[src/rtl/reg_writeback_ctrl.sv]
// reg_writeback_ctrl
//   Merges ALU results and load results onto the single register-file write
//   port. ALU results normally win the port, and load results wait in a small
//   FIFO. A starvation counter forces the FIFO head through after
//   STARVE_LIMIT consecutive cycles in which the ALU took the port. busy_o
//   tracks registers that have an outstanding load.
//
// Ports
//   clk_i, rst_i                         clock, synchronous active-high reset
//   alu_valid_i/alu_dest_i/alu_data_i    ALU result (held upstream while stalled)
//   alu_stall_o                          ALU result not taken this cycle
//   ld_valid_i/ld_ready_o/ld_dest_i/ld_data_i  load result handshake into the FIFO
//   ld_issue_i/ld_issue_dest_i           load issued to memory; marks dest busy
//   busy_o                               per-register outstanding-load flags
//   write_en_o/reg_dest_addr_o/reg_data_o  registered register-file write
module reg_writeback_ctrl #(
    parameter int WORD         = 32,
    parameter int ADDR_WIDTH   = 4,
    parameter int LD_DEPTH     = 2,
    parameter int STARVE_LIMIT = 4
) (
    input  logic                       clk_i,
    input  logic                       rst_i,
    input  logic                       alu_valid_i,
    input  logic [ADDR_WIDTH-1:0]      alu_dest_i,
    input  logic [WORD-1:0]            alu_data_i,
    output logic                       alu_stall_o,
    input  logic                       ld_valid_i,
    output logic                       ld_ready_o,
    input  logic [ADDR_WIDTH-1:0]      ld_dest_i,
    input  logic [WORD-1:0]            ld_data_i,
    input  logic                       ld_issue_i,
    input  logic [ADDR_WIDTH-1:0]      ld_issue_dest_i,
    output logic [2**ADDR_WIDTH-1:0]   busy_o,
    output logic                       write_en_o,
    output logic [ADDR_WIDTH-1:0]      reg_dest_addr_o,
    output logic [WORD-1:0]            reg_data_o
);
    localparam int NREG  = 2**ADDR_WIDTH;
    localparam int PTR_W = $clog2(LD_DEPTH);
    localparam int CNT_W = $clog2(LD_DEPTH) + 1;
    localparam int SW    = $clog2(STARVE_LIMIT + 1);

    logic [ADDR_WIDTH-1:0] fifo_dest [LD_DEPTH];
    logic [WORD-1:0]       fifo_data [LD_DEPTH];
    logic [PTR_W-1:0]      wr_ptr, rd_ptr;
    logic [CNT_W-1:0]      ld_count;
    logic [SW-1:0]         starve_cnt;

    logic                  fifo_empty, starved, alu_win, pop, push;
    logic [ADDR_WIDTH-1:0] head_dest;
    logic [WORD-1:0]       head_data;
    logic [NREG-1:0]       set_mask, clr_mask;

    // Arbitration. Everything is gated by reset so nothing moves while rst_i
    // is high, and both handshake outputs read 0 during reset.
    always_comb begin
        fifo_empty  = (ld_count == '0);
        starved     = !fifo_empty && (starve_cnt == SW'(STARVE_LIMIT));
        alu_win     = !rst_i && alu_valid_i && !starved;
        pop         = !rst_i && !fifo_empty && (starved || !alu_valid_i);
        alu_stall_o = !rst_i && alu_valid_i && starved;
        // Readiness depends only on occupancy. A full FIFO refuses a push
        // even when it pops in the same cycle.
        ld_ready_o  = !rst_i && (ld_count < CNT_W'(LD_DEPTH));
        push        = ld_valid_i && ld_ready_o;
        head_dest   = fifo_dest[rd_ptr];
        head_data   = fifo_data[rd_ptr];
        set_mask    = ld_issue_i ? (NREG'(1) << ld_issue_dest_i) : '0;
        clr_mask    = pop ? (NREG'(1) << head_dest) : '0;
    end

    always_ff @(posedge clk_i) begin
        if (push) begin
            fifo_dest[wr_ptr] <= ld_dest_i;
            fifo_data[wr_ptr] <= ld_data_i;
        end
    end

    always_ff @(posedge clk_i) begin
        if (rst_i) begin
            wr_ptr   <= '0;
            rd_ptr   <= '0;
            ld_count <= '0;
        end else begin
            if (push) wr_ptr <= wr_ptr + 1'b1;
            if (pop)  rd_ptr <= rd_ptr + 1'b1;
            case ({push, pop})
                2'b10:   ld_count <= ld_count + 1'b1;
                2'b01:   ld_count <= ld_count - 1'b1;
                default: ld_count <= ld_count;
            endcase
        end
    end

    // The counter tracks consecutive cycles in which a waiting load lost the
    // port to the ALU. It is cleared by any pop and whenever nothing waits.
    always_ff @(posedge clk_i) begin
        if (rst_i || fifo_empty || pop)
            starve_cnt <= '0;
        else if (alu_win && starve_cnt != SW'(STARVE_LIMIT))
            starve_cnt <= starve_cnt + 1'b1;
    end

    // A new issue to a register is set after the pop of an older load to the
    // same register is cleared, so the set wins.
    always_ff @(posedge clk_i) begin
        if (rst_i) busy_o <= '0;
        else       busy_o <= (busy_o & ~clr_mask) | set_mask;
    end

    // The address and data registers keep their values on idle cycles.
    always_ff @(posedge clk_i) begin
        if (rst_i) begin
            write_en_o      <= 1'b0;
            reg_dest_addr_o <= '0;
            reg_data_o      <= '0;
        end else if (alu_win) begin
            write_en_o      <= 1'b1;
            reg_dest_addr_o <= alu_dest_i;
            reg_data_o      <= alu_data_i;
        end else if (pop) begin
            write_en_o      <= 1'b1;
            reg_dest_addr_o <= head_dest;
            reg_data_o      <= head_data;
        end else begin
            write_en_o      <= 1'b0;
        end
    end
endmodule

[config.mk]
export PLATFORM = sky130hd
export DESIGN_NAME = reg_writeback_ctrl
export DESIGN_NICKNAME = d
export VERILOG_FILES = /design/src/rtl/reg_writeback_ctrl.sv
export SDC_FILE = /design/constraint.sdc
export NUM_CORES = 1
export LEC_CHECK = 0
export CAP_MARGIN = 0
export CORE_ASPECT_RATIO = 2
export CORE_MARGIN = 2
export CORE_UTILIZATION = 45
export DETAILED_ROUTE_END_ITERATION = 16
export PLACE_DENSITY_LB_ADDON = 0.25
export SLEW_MARGIN = 25
export SYNTH_ARGS = -nofsm -noshare
export SYNTH_HDL_FRONTEND = slang
export SYNTH_SLANG_ARGS = --single-unit
[constraint.sdc]
create_clock -name clk_i -period 3.65 [get_ports clk_i]
set_clock_uncertainty 0.2 [all_clocks]
set_input_delay 0.365 -clock clk_i [delete_from_list [all_inputs] [get_ports clk_i]]
set_output_delay 0.365 -clock clk_i [all_outputs]
set_load 0.02 [all_outputs]
==> results list <==
* Final wirelength: 13200 um
- Once the floorplan was initialized, standard cells occupied 46.1% of the core.
* Max Clk Rate: 372 MHz
* Maximum clock path buffer count: 2
* Count of cell types in the netlist: 39
- Setup total negative slack on the finished layout was measured at 0 ns.
* Maximum VDD drop: 0.473 mV
* Longest individual stage delay on the worst path: 0.69 ns
- Counting tap cells, the placed design contains a total of 716 instances.
- Via-to-Cell Ratio: 5.36
- The die is 80.3 um wide.
- Hold repair after CTS inserted 0 buffers.
- The total area inside the core boundary comes to 11400 um^2.
- For this design, the slowest cell found on the critical path is sky130_fd_sc_hd__clkdlybuf4s50_1.
* Post-synth net total: 540
* RePlAce Congestion: 0.833
* Post-route insts no fill: 748
* CP delay by family, top: buffers and inverters
* Crit start category: input pin
- Once detail routing completed, the nets flagged for antenna violations numbered 0.
- Data on the critical path arrives at its endpoint at 2.12 ns.
- CTS saw 133 sinks.
* Max-slew violation count: 0
* First-pass GRT wire length: 20900 um
- Post-synthesis instance area: 5240 um^2
- Leakage: 2.51 nW
- In this run the worst path has a maximum fanout of 15.
- DP Area: 6720 um^2
- Clock period minus worst slack: 2.69 ns
- Cell seen most often among critical-path stages: sky130_fd_sc_hd__clkdlybuf4s50_1
- Final HPWL DP: 9430 um
* Total global routing track utilization: 22.2%
- The first TritonRoute pass finished after 4 iterations.
- Power per unit of standard cell area: 534 nW/um^2
- Worst flop-to-flop path endpoint: reg_dest_addr_o[2]
* Number of violations reported at the end of detailed-routing iteration 0: 121
- Type of destination of the critical path: output port
* Outcome: completed
* Buffer cell driving the clock tree root: sky130_fd_sc_hd__clkbuf_16
* Buffers added on ports: 135
- The average instance in the mapped netlist occupies 11.5 um^2.
- Seq cells post-synth: 133
* Required time reported for the critical path endpoint: 3.08 ns
- Along the worst hold path, the cell count comes to 2.
- Tcrit/Tclk final: 73.6%
- Final-report setup violation count: 0
- Hold wc startpoint: reg_data_o[8]
* Clock-pin transition on the worst setup and hold timing paths: 0.05 ns
* Actual slew at the worst max-slew pin: 0.950 ns
* Design area: 7260 um^2
* Reg-to-Reg Start: ld_count[1]
* Fraction of final layout cells with drive strength greater than 1: 8.25%
* Buffers and inverters on the worst path: 2
- # nets final: 677
* Via count of the first global-routing pass: 4264
- Number of endpoints with negative hold slack in the final report: 0
- In the routed design, unresolved DRC markers number 0.
- Synth warn: 0
* Worst-case reg-to-reg path depth: 5
* Share of the yosys chip area belonging to registers: 64.6%
- Pin count of the biggest net entering global routing: 43
- Slew HR: 36.7%
* Syn Inst Count: 456
* CTS buffer count: 17
- Row cnt: 55
* Drt wl/cell: 17.6 um
- Across all layers, the routed design uses 4007 vias.
- CTS resizes: 0
- End point of the worst hold path: reg_data_o[8]
* Reg2reg setup slack: 1.23 ns
* CP Class: input pin to output port
- Relative to the synthesized area, the layout overhead comes to 38.6%.
- Measured along the y axis, the die boundary spans 157 um.
* Die Area: 12600 um^2
- The tightest min-delay check is of the register to register type.
* Number of diodes added for antenna fixing: 0
- Clock tree from TritonCTS: built
- The clock tree synthesis step divided the H-tree into 4 levels.
- The tool flagged a number of max-cap violations equal to 0.
* Clock latency at the later pin of the worst-skew pair: 0.40 ns
- In this run the count of I/O pins placed on the die edge is 136.
- The tightest hold path in the finished design has a slack of 0.243 ns.
* Cells traversed along the worst timing path: clkdlybuf4s50_1, nand2b_1, nor3_1, clkdlybuf4s50_1
* Post-CTS repair timing setup buffer count: 0
- After layout, the design draws a total of 0.00388 W.
- The number of antenna violations at the first check in global routing came to 0.
- Residual overflow from global routing: 0
- RSZ-0062 raised after global routing: no
-- registers in the layout, summed over array words and instances, names as in the netlist, named ones only --
| signal | cells |
|---|---|
| busy_o | 16 |
| reg_data_o | 32 |
| reg_dest_addr_o | 4 |
| ld_count | 2 |
| starve_cnt | 3 |
| write_en_o | 1 |
| rd_ptr | 1 |
| wr_ptr | 1 |
| fifo_data | 64 |
| fifo_dest | 8 |
-- worst reg2reg max path: cells and delay by family (launching register included) --
kind                   cells  cell delay (ns)
AO/OA/AOI/OAI              3             1.06
buffers and inverters      1             0.34
AND/OR/NAND/NOR            1             0.18
flip-flops                 1             0.54
-- cells in the mapped netlist --
master,count,area [um^2]
sky130_fd_sc_hd__nor4_4,1,21.3
sky130_fd_sc_hd__clkbuf_2,1,5.00
sky130_fd_sc_hd__a21bo_2,1,10.0
sky130_fd_sc_hd__nor2_1,17,63.8
sky130_fd_sc_hd__mux2i_1,2,20.0
sky130_fd_sc_hd__o21ai_2,1,8.76
sky130_fd_sc_hd__xnor2_1,4,35.0
sky130_fd_sc_hd__o21ai_1,34,170
sky130_fd_sc_hd__nand2_1,46,173
sky130_fd_sc_hd__nor3_2,1,10.0
sky130_fd_sc_hd__nand4_1,3,18.8
sky130_fd_sc_hd__o21ba_2,1,10.0
sky130_fd_sc_hd__ha_1,3,37.5
sky130_fd_sc_hd__o21ai_0,43,215
sky130_fd_sc_hd__o22a_1,1,8.76
sky130_fd_sc_hd__buf_4,4,30.0
sky130_fd_sc_hd__edfxtp_1,72,2160
sky130_fd_sc_hd__nor2b_1,37,231
sky130_fd_sc_hd__buf_2,6,30.0
sky130_fd_sc_hd__buf_6,4,45.0
sky130_fd_sc_hd__and3b_1,1,8.76
sky130_fd_sc_hd__nand2b_1,4,25.0
sky130_fd_sc_hd__o211ai_1,12,90.1
sky130_fd_sc_hd__o21a_1,1,7.51
sky130_fd_sc_hd__dfxtp_1,61,1220
sky130_fd_sc_hd__a211oi_1,33,248
sky130_fd_sc_hd__or3_1,1,6.26
sky130_fd_sc_hd__a31oi_1,1,6.26
sky130_fd_sc_hd__inv_1,4,15.0
sky130_fd_sc_hd__and2_1,1,6.26
sky130_fd_sc_hd__clkbuf_1,13,48.8
sky130_fd_sc_hd__nand3_1,23,115
sky130_fd_sc_hd__a21oi_1,2,10.0
sky130_fd_sc_hd__a32oi_1,5,43.8
sky130_fd_sc_hd__mux2_2,2,22.5
sky130_fd_sc_hd__nor2_2,1,6.26
sky130_fd_sc_hd__xor2_1,1,8.76
sky130_fd_sc_hd__nor3_1,4,20.0
sky130_fd_sc_hd__and3_1,4,25.0
-- worst max-delay path by stage --
stage	start	endpoint	slack (ns)	cells after the start
after floorplan	rst_i	fifo_data[0][0]	0.64	4
after global routing	rst_i	alu_stall_o	0.82	4
after CTS	rst_i	alu_stall_o	0.96	4
after detailed placement	rst_i	fifo_data[1][26]	0.88	5
final	rst_i	alu_stall_o	0.96	4
after global placement	rst_i	ld_count[1]	0.93	6
-- layout make-up --
cell class              count  area (um^2)
fillers                   931         4090
flip-flops and latches    133         3380
multi-input cells         291         1700
repair buffers            146         1450
clock buffers              19          433
well taps                 142          178
clock inverters            13          110
inverters                   4         15.0
-- routing by layer --
layer | global-route usage, % | part of all wire [%]
met1 | 22.3 | 35
met5 | 0 | 0
met3 | 5.71 | 5.7
met2 | 40.7 | 56
met4 | 11.9 | 2.8
-- stage by stage --
step                      utilization [%]  setup slack (ns)
after floorplan                         -             0.645
after global placement               59.2             0.929
after detailed placement             59.2             0.882
after CTS                            64.0             0.957
after global routing                 64.0             0.817
final                                64.0             0.963
-- cells in the final DEF (no fill, tap or decap), types with 3 or more instances in the layout --
cell type,netlist,routed
sky130_fd_sc_hd__clkdlybuf4s50_1,0,135
sky130_fd_sc_hd__edfxtp_1,72,72
sky130_fd_sc_hd__dfxtp_1,61,60
sky130_fd_sc_hd__nand2_1,46,46
sky130_fd_sc_hd__o21ai_0,43,43
sky130_fd_sc_hd__nor2b_1,37,37
sky130_fd_sc_hd__o21ai_1,34,34
sky130_fd_sc_hd__a211oi_1,33,33
sky130_fd_sc_hd__nand3_1,23,23
sky130_fd_sc_hd__clkbuf_16,0,17
sky130_fd_sc_hd__nor2_1,17,16
sky130_fd_sc_hd__o211ai_1,12,12
sky130_fd_sc_hd__buf_4,4,10
sky130_fd_sc_hd__clkinvlp_4,0,6
sky130_fd_sc_hd__a32oi_1,5,5
sky130_fd_sc_hd__inv_1,4,4
sky130_fd_sc_hd__nand2b_1,4,4
sky130_fd_sc_hd__nor3_1,4,4
sky130_fd_sc_hd__xnor2_1,4,4
sky130_fd_sc_hd__and3_1,4,3
sky130_fd_sc_hd__nand4_1,3,3
sky130_fd_sc_hd__ha_1,3,3
-- cells by family after synthesis --
| family | after synthesis | share of synthesized area, % |
|---|---|---|
| adders and majority gates | 3 | 0.716 |
| buffers and inverters | 32 | 3.32 |
| DFF | 133 | 64.6 |
| muxes | 4 | 0.812 |
| and+or+nand+nor | 144 | 13.9 |
| xor gates and xnor gates | 5 | 0.836 |
| AOI/OAI and AO/OA | 135 | 15.8 |
-- power breakdown --
part | switching, W | total [W] | internal (W)
registers | 0.0000695 | 0.00176 | 0.00169
logic | 0.000303 | 0.000577 | 0.000274
clock network | 0.000607 | 0.00154 | 0.000930
(Power assumes the default switching activity.)
